[src/rtl/pc_target_table.sv]
// pc_target_table: runtime-writable branch-target table plus fetch-stage program counter
// Ports:
//   Clk, Reset          clock and synchronous active-high reset
//   stall               hold the PC this cycle (drops a concurrent jump)
//   jump_en, how_high   take the branch held at table index how_high
//   wr_en, wr_addr,
//   wr_data, wr_abs     write {wr_abs, wr_data} into entry wr_addr
//   target, target_abs  combinational contents of entry how_high
//   prog_ctr            registered program counter
//   jumped              registered, high for one cycle after a taken redirect
// Optional feature: define PC_TARGET_TABLE_BYPASS_EN to forward a same-cycle write to the lookup.
module pc_target_table #(
    parameter int D       = 12,
    parameter int ENTRIES = 8,
    parameter int IW      = $clog2(ENTRIES)
) (
    input  logic          Clk,
    input  logic          Reset,
    input  logic          stall,
    input  logic          jump_en,
    input  logic [IW-1:0] how_high,
    input  logic          wr_en,
    input  logic [IW-1:0] wr_addr,
    input  logic [D-1:0]  wr_data,
    input  logic          wr_abs,
    output logic [D-1:0]  target,
    output logic          target_abs,
    output logic [D-1:0]  prog_ctr,
    output logic          jumped
);
    localparam logic [IW:0] N = (IW+1)'(ENTRIES);
    // Storage is padded to a power of two so any index is in range; the
    // padding is never written or read and is trimmed by synthesis.
    logic [D-1:0] val_q [2**IW];
    logic         abs_q [2**IW];
    logic         rd_ok, wr_ok, fwd;
    logic [D-1:0] pc_d;
    assign rd_ok = {1'b0, how_high} < N;
    assign wr_ok = {1'b0, wr_addr} < N;
`ifdef PC_TARGET_TABLE_BYPASS_EN
    assign fwd = wr_en & wr_ok & (wr_addr == how_high);
`else
    assign fwd = 1'b0;
`endif
    // Invalid indices read relative +1 so a stray jump just falls through.
    always_comb begin
        target     = fwd ? wr_data : rd_ok ? val_q[how_high] : D'(1);
        target_abs = fwd ? wr_abs  : rd_ok ? abs_q[how_high] : 1'b0;
        pc_d       = stall ? prog_ctr : jump_en ? (target_abs ? target : prog_ctr + target) : prog_ctr + D'(1);
    end
    always_ff @(posedge Clk) begin
        if (Reset) begin
            for (int i = 0; i < 2**IW; i++) begin
                val_q[i] <= D'(1);
                abs_q[i] <= 1'b0;
            end
            prog_ctr <= '0;
            jumped   <= 1'b0;
        end else begin
            if (wr_en && wr_ok) begin
                val_q[wr_addr] <= wr_data;
                abs_q[wr_addr] <= wr_abs;
            end
            prog_ctr <= pc_d;
            jumped   <= jump_en & ~stall;
        end
    end
endmodule

[config.mk]
export PLATFORM = sky130hd
export DESIGN_NAME = pc_target_table
export DESIGN_NICKNAME = d
export VERILOG_FILES = /design/src/rtl/pc_target_table.sv
export SDC_FILE = /design/constraint.sdc
export NUM_CORES = 1
export LEC_CHECK = 0
export BUFFER_PORTS_ARGS = -buffer_cell sky130_fd_sc_hd__buf_2
export CAP_MARGIN = 20
export CORE_MARGIN = 4
export CORE_UTILIZATION = 41
export CTS_CLUSTER_SIZE = 28
export DETAILED_ROUTE_END_ITERATION = 12
export SETUP_SLACK_MARGIN = 0.1
export SLEW_MARGIN = 20
export SYNTH_ARGS = -nofsm -noshare
export SYNTH_HDL_FRONTEND = slang
export SYNTH_SLANG_ARGS = --single-unit
[constraint.sdc]
create_clock -name Clk -period 3.4 [get_ports Clk]
set_input_delay 0.51 -clock Clk [delete_from_list [all_inputs] [get_ports Clk]]
set_output_delay 0.51 -clock Clk [all_outputs]
set_load 0.005 [all_outputs]
==> out/results.tsv, run 1 <==
stage	metric	value	unit
run_status	status	complete, no violations	
yosys	Mapped Area	0.00610	mm^2
worst_setup_path	R2R Setup Slk	350	ps
sta	Final Cycle Share	0.914	
grt	largest net degree at the start of global routing	26	
sta	post-route minimum period	3110	ps
detailed_routing	DR pass1 iterations	4	
detailed_routing	routed vias/inst	5.34	
yosys	Syn Nets	500	
grt	global-route wire length before repair	23.1	mm
grt	Overall Global Routing Usage	0.189	
power_and_ir_drop	Reg power frac	0.408	
yosys	Post-Synthesis Cells	463	
clock_network	H-tree depth	4	
yosys	asr flop ratio synth	0	
yosys	most frequent cells after synthesis	edfxtp_1, and2_1, nor2_1, a21oi_1, mux4_2	
final_layout	Nets	580	
final_layout	fin util	0.507	
yosys	synth warn	0	
yosys	Yosys reg bits	117	
grt	vias in the first global route	4040	
sta	final hold violation count	0	
worst_setup_path	slowest CP cell	mux4_2	
clock_network	Setup Buffers After CTS	0	
placed_design	Port Buffers	49	
clock_network	post-CTS sizing	0	
detailed_routing	final wirelength	14.7	mm
clock_network	clk root buf	clkbuf_16	
final_layout	n_diodes	0	
detailed_routing	Iteration-0 DRC Markers	263	
worst_setup_path	launching element type of the critical path	primary input	
worst_setup_path	family with the most delay on the worst path	multiplexers	
detailed_routing	wire per inst	19.9	um
clock_network	CTS clock-pin slew for the worst setup and hold paths	50	ps
die	die area	0.0169	mm^2
worst_setup_path	Crit Path Class	primary input to flop	
die	initial core utilization	0.420	
worst_setup_path	CP Depth	13	
sta	Max-Slew Margin vs Limit	0.563	
power_and_ir_drop	Pleak	0.00280	uW
sta	final count of pins violating max slew	0	
clock_network	CTS Sinks	117	
grt	GRT Residual Overflow	0	
yosys	Post-synth EDFFs	104	
clock_network	Skew-Pair Late Insertion Delay	420	ps
placed_design	Final GP Congestion	0.880	
sta	setup violators final	0	
min_path	Hold Path Cell Cnt	2	
die	row count	44	
final_layout	FF/Latch Area	0.00338	mm^2
sta	final worst slack	293	ps
worst_setup_path	Register-to-Register Path Depth	12	
final_layout	Layout Area Growth over Synthesis	21.0	%
clock_network	total CTS buffers	17	
worst_setup_path	Critical Path RT	3740	ps
power_and_ir_drop	switching share of power	0.241	
worst_setup_path	CP arrival	3450	ps
min_path	Hold Crit Class	primary input to flop	
job	max cap viols	0	
power_and_ir_drop	switching power	1010	uW
sta	Peak Freq	0.322	GHz
power_and_ir_drop	cell-internal power	3160	uW
yosys	most common cell in the netlist	edfxtp_1	
final_layout	area of the multi-input gates	0.00257	mm^2
final_layout	Fillers	1252	
power_and_ir_drop	PD cells	565	mW/mm^2
die	core box area	0.0145	mm^2
clock_network	CTS tree	done	
worst_setup_path	Crit Path Max Fanout	9	
sta	Clock Skews	6.61	ps
yosys	prevailing post-synth register cell	edfxtp_1	
die	Die Height	130	um
power_and_ir_drop	Power, Total	4170	uW
power_and_ir_drop	Gate power share	0.137	
clock_network	Longest Clk Path Bufs	2	
grt	initial antenna violation count	0	
yosys	Avg Cell Area, Syn	13.2	um^2
yosys	top cell type's share of synthesized area	0.512	
power_and_ir_drop	clock share of power	0.455	
yosys	post-synth top area cell	edfxtp_1	
sta	RSZ-0062 raised after global routing	false	
final_layout	fraction of layout cells with a size suffix above 1	0.297	
yosys	Seq/Total Area, Yosys	0.555	
worst_setup_path	endpoint class of the critical path	flop	
placed_design	dpl ws	-131	ps
power_and_ir_drop	peak supply drop	0.000389	V
die	# IOs	50	
worst_setup_path	CP Cell Sequence	buf_2 > buf_12 > mux4_2 > mux2_2 > inv_1 > fa_2 > nor2b_1 > o31a_1 > or4_1 > a31oi_2 > o21ai_1 > xnor2_1 > a31oi_1	
yosys	synth top area cells	edfxtp_1, and2_1, mux4_2	
detailed_routing	Routed Antenna Nets	0	
worst_setup_path	CP max stage delay	490	ps
yosys	Unique masters post-synth	53	
detailed_routing	drt drc	0	
placed_design	hpwl dp	10.2	mm
sta	worst hold margin	447	ps
clock_network	Hold Buf Count CTS	0	
die	Chip Width	130	um
detailed_routing	via count	3955	
worst_setup_path	Worst Path Buf+Inv	3	
sta	worst slew pin tran	651	ps
-- worst reg2reg max path, delay by kind of cell (launching register included) --
| family | cells | cell delay, ps |
|---|---|---|
| AND/OR/NAND/NOR | 2 | 480 |
| AO/OA/AOI/OAI | 4 | 780 |
| XOR/XNOR | 1 | 130 |
| adder cells (fa/ha/maj) | 2 | 390 |
| buffers and inverters | 1 | 70 |
| flip-flops | 1 | 370 |
| multiplexers | 2 | 770 |
-- layer usage --
metal  track usage  vias to the layer above  share of wire
met5             0                        -              0
met2         0.319                      107           0.50
met1         0.235                     1925           0.40
li1              -                     1903              -
met3        0.0385                       20          0.072
met4        0.0868                        0          0.026
-- per-stage QoR --
stage	std cells	instance area, um^2	setup TNS, ps
global route	740	7370	0
global placement	708	6740	-99.7
detailed placement	708	6740	-274
finish	740	7370	0
CTS	740	7370	0
floorplan	463	6110	0
-- cell usage in the layout, fill, tap and decap left out, drive strengths merged, types with 3 or more instances in the layout --
cell type / instances
ha: 12
mux4: 26
nor3: 8
a21oi: 20
clkbuf: 17
nand2: 10
edfxtp: 104
clkinv: 4
o21a: 3
o21ai: 17
dfxtp: 13
inv: 7
nor2: 26
or3: 8
xnor2: 4
or2: 8
nor2b: 5
mux2: 15
clkinvlp: 6
xor2: 5
a211oi: 3
nand3: 5
and2: 96
a31oi: 6
nand2b: 7
o21bai: 5
bufinv: 4
buf: 85
-- power groups by stage --
| stage | Clock, uW | Sequential [uW] | Combinational (uW) |
|---|---|---|---|
| after floorplan | 0 | 1710 | 362 |
| after global placement | 0 | 1730 | 566 |
| after detailed placement | 0 | 1730 | 573 |
| after CTS | 1920 | 1700 | 578 |
| after global routing | 1980 | 1710 | 636 |
| final | 1890 | 1700 | 570 |
-- state kept, by name (all words and copies together) (netlist names) --
name,flops
jumped,1
prog_ctr,12
val_q,96
abs_q,8
-- worst paths after layout --
path	startpoint	end
hold / removal	wr_data[5]	val_q[5][5]
setup reg to reg	val_q[4][0]	prog_ctr[10]
hold reg to reg	prog_ctr[5]	prog_ctr[5]
setup / recovery	how_high[0]	prog_ctr[10]
-- logic make-up (layout without fill, tap and decap cells) --
logic type / count (synthesis) / count (layout) / synth area share
DFF: 117 / 117 / 0.555
xor gates and xnor gates: 9 / 9 / 0.0129
muxes: 43 / 43 / 0.134
AOI/OAI and AO/OA: 71 / 71 / 0.0753
buffers and inverters: 30 / 123 / 0.0265
adders and majority gates: 13 / 13 / 0.0279
and+or+nand+nor: 180 / 180 / 0.168
-- final cells by class --
| cell class | count | area share |
|---|---|---|
| Clock buffer | 17 | 0.0577 |
| Clock inverter | 15 | 0.0278 |
| Inverter | 6 | 0.00305 |
| Multi-Input combinational cell | 316 | 0.348 |
| Sequential cell | 117 | 0.459 |
| Tap cell | 184 | 0.0312 |
| Timing Repair Buffer | 85 | 0.0733 |
Note: power is estimated with default switching activity, not from simulation.
==> inputs of run 2 (changes only) <==
GPL_TIMING_DRIVEN = 0   (was not set)
REMOVE_ABC_BUFFERS = 1   (was not set)
==> out/results.tsv, run 2 (synthesis gave the netlist of run 1 again) <==
stage	metric	value	unit
run_status	status	complete, no violations	
sta	Sum Neg Setup Slack	0	ps
detailed_routing	DR pass1 iterations	4	
final_layout	design area	0.00709	mm^2
job	max cap viols	0	
grt	global-route wire length before repair	22.4	mm
worst_setup_path	Crit Path Class	flop to flop	
final_layout	FF/Latch Area	0.00338	mm^2
die	initial core utilization	0.420	
final_layout	biggest regs	val_q (96), prog_ctr (12), abs_q (8)	
clock_network	Setup Buffers After CTS	0	
worst_setup_path	Crit Path Max Fanout	3	
worst_setup_path	launching element type of the critical path	flop	
power_and_ir_drop	PD cells	555	mW/mm^2
grt	GRT Residual Overflow	0	
clock_network	CTS tree	done	
die	Die Height	130	um
sta	Peak Freq	0.322	GHz
clock_network	Longest Clk Path Bufs	2	
final_layout	Nets	546	
clock_network	H-tree depth	4	
final_layout	Layout Area Growth over Synthesis	16.3	%
die	core box area	0.0145	mm^2
final_layout	area of the multi-input gates	0.00260	mm^2
sta	Clock Skews	5.95	ps
sta	Final Cycle Share	0.913	
sta	final hold violation count	0	
placed_design	hpwl dp	8.95	mm
sta	final worst slack	297	ps
sta	RSZ-0062 raised after global routing	false	
clock_network	clk root buf	clkbuf_16	
power_and_ir_drop	peak supply drop	0.000375	V
sta	worst hold margin	447	ps
detailed_routing	via count	3886	
detailed_routing	wire per inst	20.5	um
worst_setup_path	slowest CP cell	mux4_2	
clock_network	CTS Sinks	117	
min_path	Hold Crit Class	primary input to flop	
worst_setup_path	Worst R2R Start	val_q[7][0]	
grt	largest net degree at the start of global routing	27	
sta	final count of pins violating max slew	0	
detailed_routing	routed vias/inst	5.51	
min_path	min-delay src	wr_data[5]	
worst_setup_path	Critical Path RT	3660	ps
final_layout	fraction of layout cells with a size suffix above 1	0.263	
min_path	Hold EP	val_q[5][5]	
placed_design	Port Buffers	49	
min_path	Hold Path Cell Cnt	2	
grt	Overall Global Routing Usage	0.182	
die	row count	44	
final_layout	fin util	0.488	
clock_network	total CTS buffers	17	
clock_network	CTS clock-pin slew for the worst setup and hold paths	50	ps
final_layout	most common cell after layout, fill and taps aside	edfxtp_1	
placed_design	dpl ws	-837	ps
detailed_routing	drt drc	0	
grt	initial antenna violation count	1	
detailed_routing	Iteration-0 DRC Markers	294	
worst_setup_path	CP Depth	12	
worst_setup_path	CP arrival	3360	ps
worst_setup_path	end of the worst register-to-register path	prog_ctr[10]	
worst_setup_path	CP max stage delay	480	ps
final_layout	Most flops, register	val_q	
sta	Max-Slew Margin vs Limit	0.203	
placed_design	Placed Area	0.00647	mm^2
worst_setup_path	CP Cell Sequence	mux4_2 > mux2_4 > ha_2 > inv_1 > fa_2 > nor2b_1 > o31a_1 > or4_4 > a31oi_4 > o21ai_2 > xnor2_1 > a31oi_1	
final_layout	n_diodes	0	
sta	setup violators final	0	
detailed_routing	final wirelength	14.4	mm
placed_design	Final GP Congestion	0.764	
worst_setup_path	Register-to-Register Path Depth	12	
worst_setup_path	endpoint class of the critical path	flop	
final_layout	commonest cells after routing, fill and taps aside	edfxtp_1, and2_1, buf_2	
die	# IOs	50	
sta	post-route minimum period	3100	ps
worst_setup_path	R2R Setup Slk	300	ps
clock_network	Skew-Pair Late Insertion Delay	420	ps
worst_setup_path	family with the most delay on the worst path	multiplexers	
power_and_ir_drop	Pleak	0.00260	uW
final_layout	Fillers	1287	
worst_setup_path	Worst Path Buf+Inv	1	
grt	vias in the first global route	3927	
die	die area	0.0169	mm^2
final_layout	max FFs per register	96	
die	Chip Width	130	um
sta	worst slew pin tran	1190	ps
detailed_routing	Routed Antenna Nets	0	
[run 2: metal layers]
layer | up-vias | track usage | part of all wire
li1 | 1833 | - | -
met1 | 1943 | 0.223 | 0.42
met2 | 89 | 0.317 | 0.51
met3 | 19 | 0.0471 | 0.053
met4 | 2 | 0.0544 | 0.013
met5 | - | 0 | 0.00049
[run 2: layout make-up]
type | count | share of cell area
Sequential cell | 117 | 0.477
Multi-Input combinational cell | 316 | 0.367
Clock buffer | 17 | 0.0600
Timing Repair Buffer | 51 | 0.0408
Tap cell | 184 | 0.0325
Clock inverter | 14 | 0.0191
Inverter | 6 | 0.00318
[run 2: power breakdown]
part | leakage (uW) | switching (uW) | internal, uW
logic | 0.00123 | 284 | 235
clock network | 0.000266 | 655 | 1060
registers | 0.00111 | 42.3 | 1660
total | 0.00260 | 981 | 2960
[run 2: how the worst max path moves through the flow]
stage,start,to
finish,val_q[7][0],prog_ctr[10]
global route,val_q[0][0],prog_ctr[10]
CTS,val_q[5][0],prog_ctr[10]
detailed placement,how_high[0],prog_ctr[10]
global placement,how_high[0],prog_ctr[10]
floorplan,how_high[0],prog_ctr[10]
[run 2: what timing repair did]
action,in CTS,in global routing
hold buffers,0,0
endpoints found under the setup margin,7,2
pin swaps,3,2
gates resized for setup,10,6
[run 2: through the flow]
step	total power (uW)	cells
4_1_cts	3950	705
3_5_place_dp	2230	674
3_3_place_gp	2210	672
5_1_grt	4090	705
2_1_floorplan	2040	439
6_report	3940	705
==> inputs of run 3 (changes only) <==
MAX_ROUTING_LAYER = met4   (was not set)
==> out/results.tsv, run 3 (synthesis gave the netlist of run 1 again) <==
stage	metric	value	unit
grt	met3 GRT Util	0.0471	
min_path	Hold Crit Class	primary input to flop	
power_and_ir_drop	peak supply drop	0.000371	V
sta	Clock Skews	6.27	ps
sta	final count of pins violating max slew	0	
detailed_routing	routed vias/inst	5.54	
die	core box area	0.0145	mm^2
final_layout	most common cell after layout, fill and taps aside	edfxtp_1	
grt	met1 Track Usage GR	0.223	
sta	Sum Neg Setup Slack	0	ps
final_layout	area of the multi-input gates	0.00260	mm^2
job	max cap viols	0	
worst_setup_path	CP max stage delay	460	ps
power_and_ir_drop	switching share of power	0.249	
detailed_routing	Routed Antenna Nets	0	
grt	M2 GR Usage	0.317	
final_layout	commonest cells after routing, fill and taps aside	edfxtp_1, and2_1, buf_2	
detailed_routing	Iteration-0 DRC Markers	313	
worst_setup_path	slowest CP cell	mux4_2	
worst_setup_path	crit path from	val_q[5][0]	
sta	Final Cycle Share	0.914	
clock_network	CTS clock-pin slew for the worst setup and hold paths	50	ps
worst_setup_path	Crit Path Class	flop to flop	
detailed_routing	via count	3914	
clock_network	total CTS buffers	17	
worst_setup_path	Critical Path RT	3660	ps
worst_setup_path	Crit Path Max Fanout	3	
worst_setup_path	launching element type of the critical path	flop	
run_status	status	complete, no violations	
final_layout	biggest regs	val_q (96), prog_ctr (12), abs_q (8)	
die	Chip Width	130	um
die	initial core utilization	0.420	
power_and_ir_drop	Gate power share	0.132	
detailed_routing	final wirelength	14.4	mm
power_and_ir_drop	clock share of power	0.436	
worst_setup_path	CP arrival	3360	ps
grt	initial antenna violation count	1	
sta	post-route minimum period	3110	ps
clock_network	CTS tree	done	
power_and_ir_drop	Reg power frac	0.432	
final_layout	Fillers	1286	
final_layout	fin util	0.488	
sta	setup violators final	0	
placed_design	Final GP Congestion	0.774	
sta	RSZ-0062 raised after global routing	false	
sta	Max-Slew Margin vs Limit	0.235	
final_layout	Layout Area Growth over Synthesis	16.3	%
clock_network	clk root buf	clkbuf_16	
grt	largest net degree at the start of global routing	27	
clock_network	CTS Sinks	117	
worst_setup_path	endpoint class of the critical path	flop	
final_layout	Most flops, register	val_q	
power_and_ir_drop	Pleak	0.00260	uW
min_path	min-delay src	wr_data[10]	
die	row count	44	
power_and_ir_drop	cell-internal power	2960	uW
die	Die Height	130	um
grt	GRT Residual Overflow	0	
final_layout	fraction of layout cells with a size suffix above 1	0.263	
grt	Most Crowded Layer GR	met2	
grt	vias in the first global route	3930	
die	die area	0.0169	mm^2
final_layout	max FFs per register	96	
clock_network	Skew-Pair Late Insertion Delay	420	ps
sta	worst hold margin	449	ps
sta	final hold violation count	0	
grt	global-route wire length before repair	22.4	mm
clock_network	H-tree depth	4	
final_layout	Nets	546	
die	# IOs	50	
worst_setup_path	CP Cell Sequence	mux4_2 > mux2_4 > ha_2 > inv_1 > fa_2 > nor2b_1 > o31a_1 > or4_4 > a31oi_4 > o21ai_2 > xnor2_1 > a31oi_1	
clock_network	Longest Clk Path Bufs	2	
worst_setup_path	Worst R2R Start	val_q[5][0]	
detailed_routing	DR pass1 iterations	4	
placed_design	hpwl dp	8.95	mm
final_layout	FF/Latch Area	0.00338	mm^2
detailed_routing	wire per inst	20.4	um
power_and_ir_drop	PD cells	555	mW/mm^2
placed_design	Port Buffers	49	
grt	Overall Global Routing Usage	0.187	
power_and_ir_drop	switching power	979	uW
sta	worst slew pin tran	1140	ps
detailed_routing	drt drc	0	
sta	Peak Freq	0.322	GHz
## run 3: cell count changes in the layout (fill, tap and decap cells not counted)
| cell | previous run | this run |
|---|---|---|
| diode_2 | 0 | 1 |
## run 3: final timing paths
check	slack, ps	endpoint	cells after the start
max reg2reg	290	prog_ctr[10]	12
min	450	val_q[7][10]	2
max	290	prog_ctr[10]	12
min reg2reg	590	prog_ctr[5]	2
## run 3: repair_timing
item,4_1_cts,5_1_grt
endpoints found under the setup margin,7,2
setup buffers,0,0
hold buffers,0,0
resized for setup,10,6
pin swaps,3,2
cloned,0,0
## run 3: layer usage
| metal | wire length, um | up-vias |
|---|---|---|
| li1 | - | 1836 |
| met1 | 6170 | 1977 |
| met2 | 7380 | 88 |
| met3 | 711 | 13 |
| met4 | 118 | 0 |
| met5 | 0 | - |
## run 3: area by class of cell
| class | instances | share of cell area |
|---|---|---|
| Sequential cell | 117 | 0.477 |
| Multi-Input combinational cell | 316 | 0.367 |
| Clock buffer | 17 | 0.0600 |
| Timing Repair Buffer | 51 | 0.0408 |
| Tap cell | 184 | 0.0325 |
| Clock inverter | 14 | 0.0191 |
| Inverter | 6 | 0.00318 |
| Antenna cell | 1 | 0.000353 |
## run 3: critical path: cells and delay by family (launching register included)
kind	cells	cell delay [ps]
AO/OA/AOI/OAI	4	680
XOR/XNOR	1	150
adder cells (fa/ha/maj)	2	410
buffers and inverters	1	70
flip-flops	1	380
multiplexers	2	760
AND/OR/NAND/NOR	2	500
## run 3: power groups by stage
stage	clock [uW]	sequential (uW)	combinational, uW
after floorplan	0	1710	324
after global placement	0	1720	491
after detailed placement	0	1730	503
after CTS	1740	1700	515
after global routing	1810	1710	574
final	1720	1700	519
## run 3: stage by stage
stage | power [uW] | instances | area (um^2) | worst slack [ps]
detailed placement | 2230 | 674 | 6470 | -837
floorplan | 2040 | 439 | 5960 | 208
CTS | 3950 | 705 | 7070 | 112
finish | 3940 | 706 | 7090 | 294
global placement | 2210 | 672 | 6430 | -811
global route | 4090 | 706 | 7090 | 109
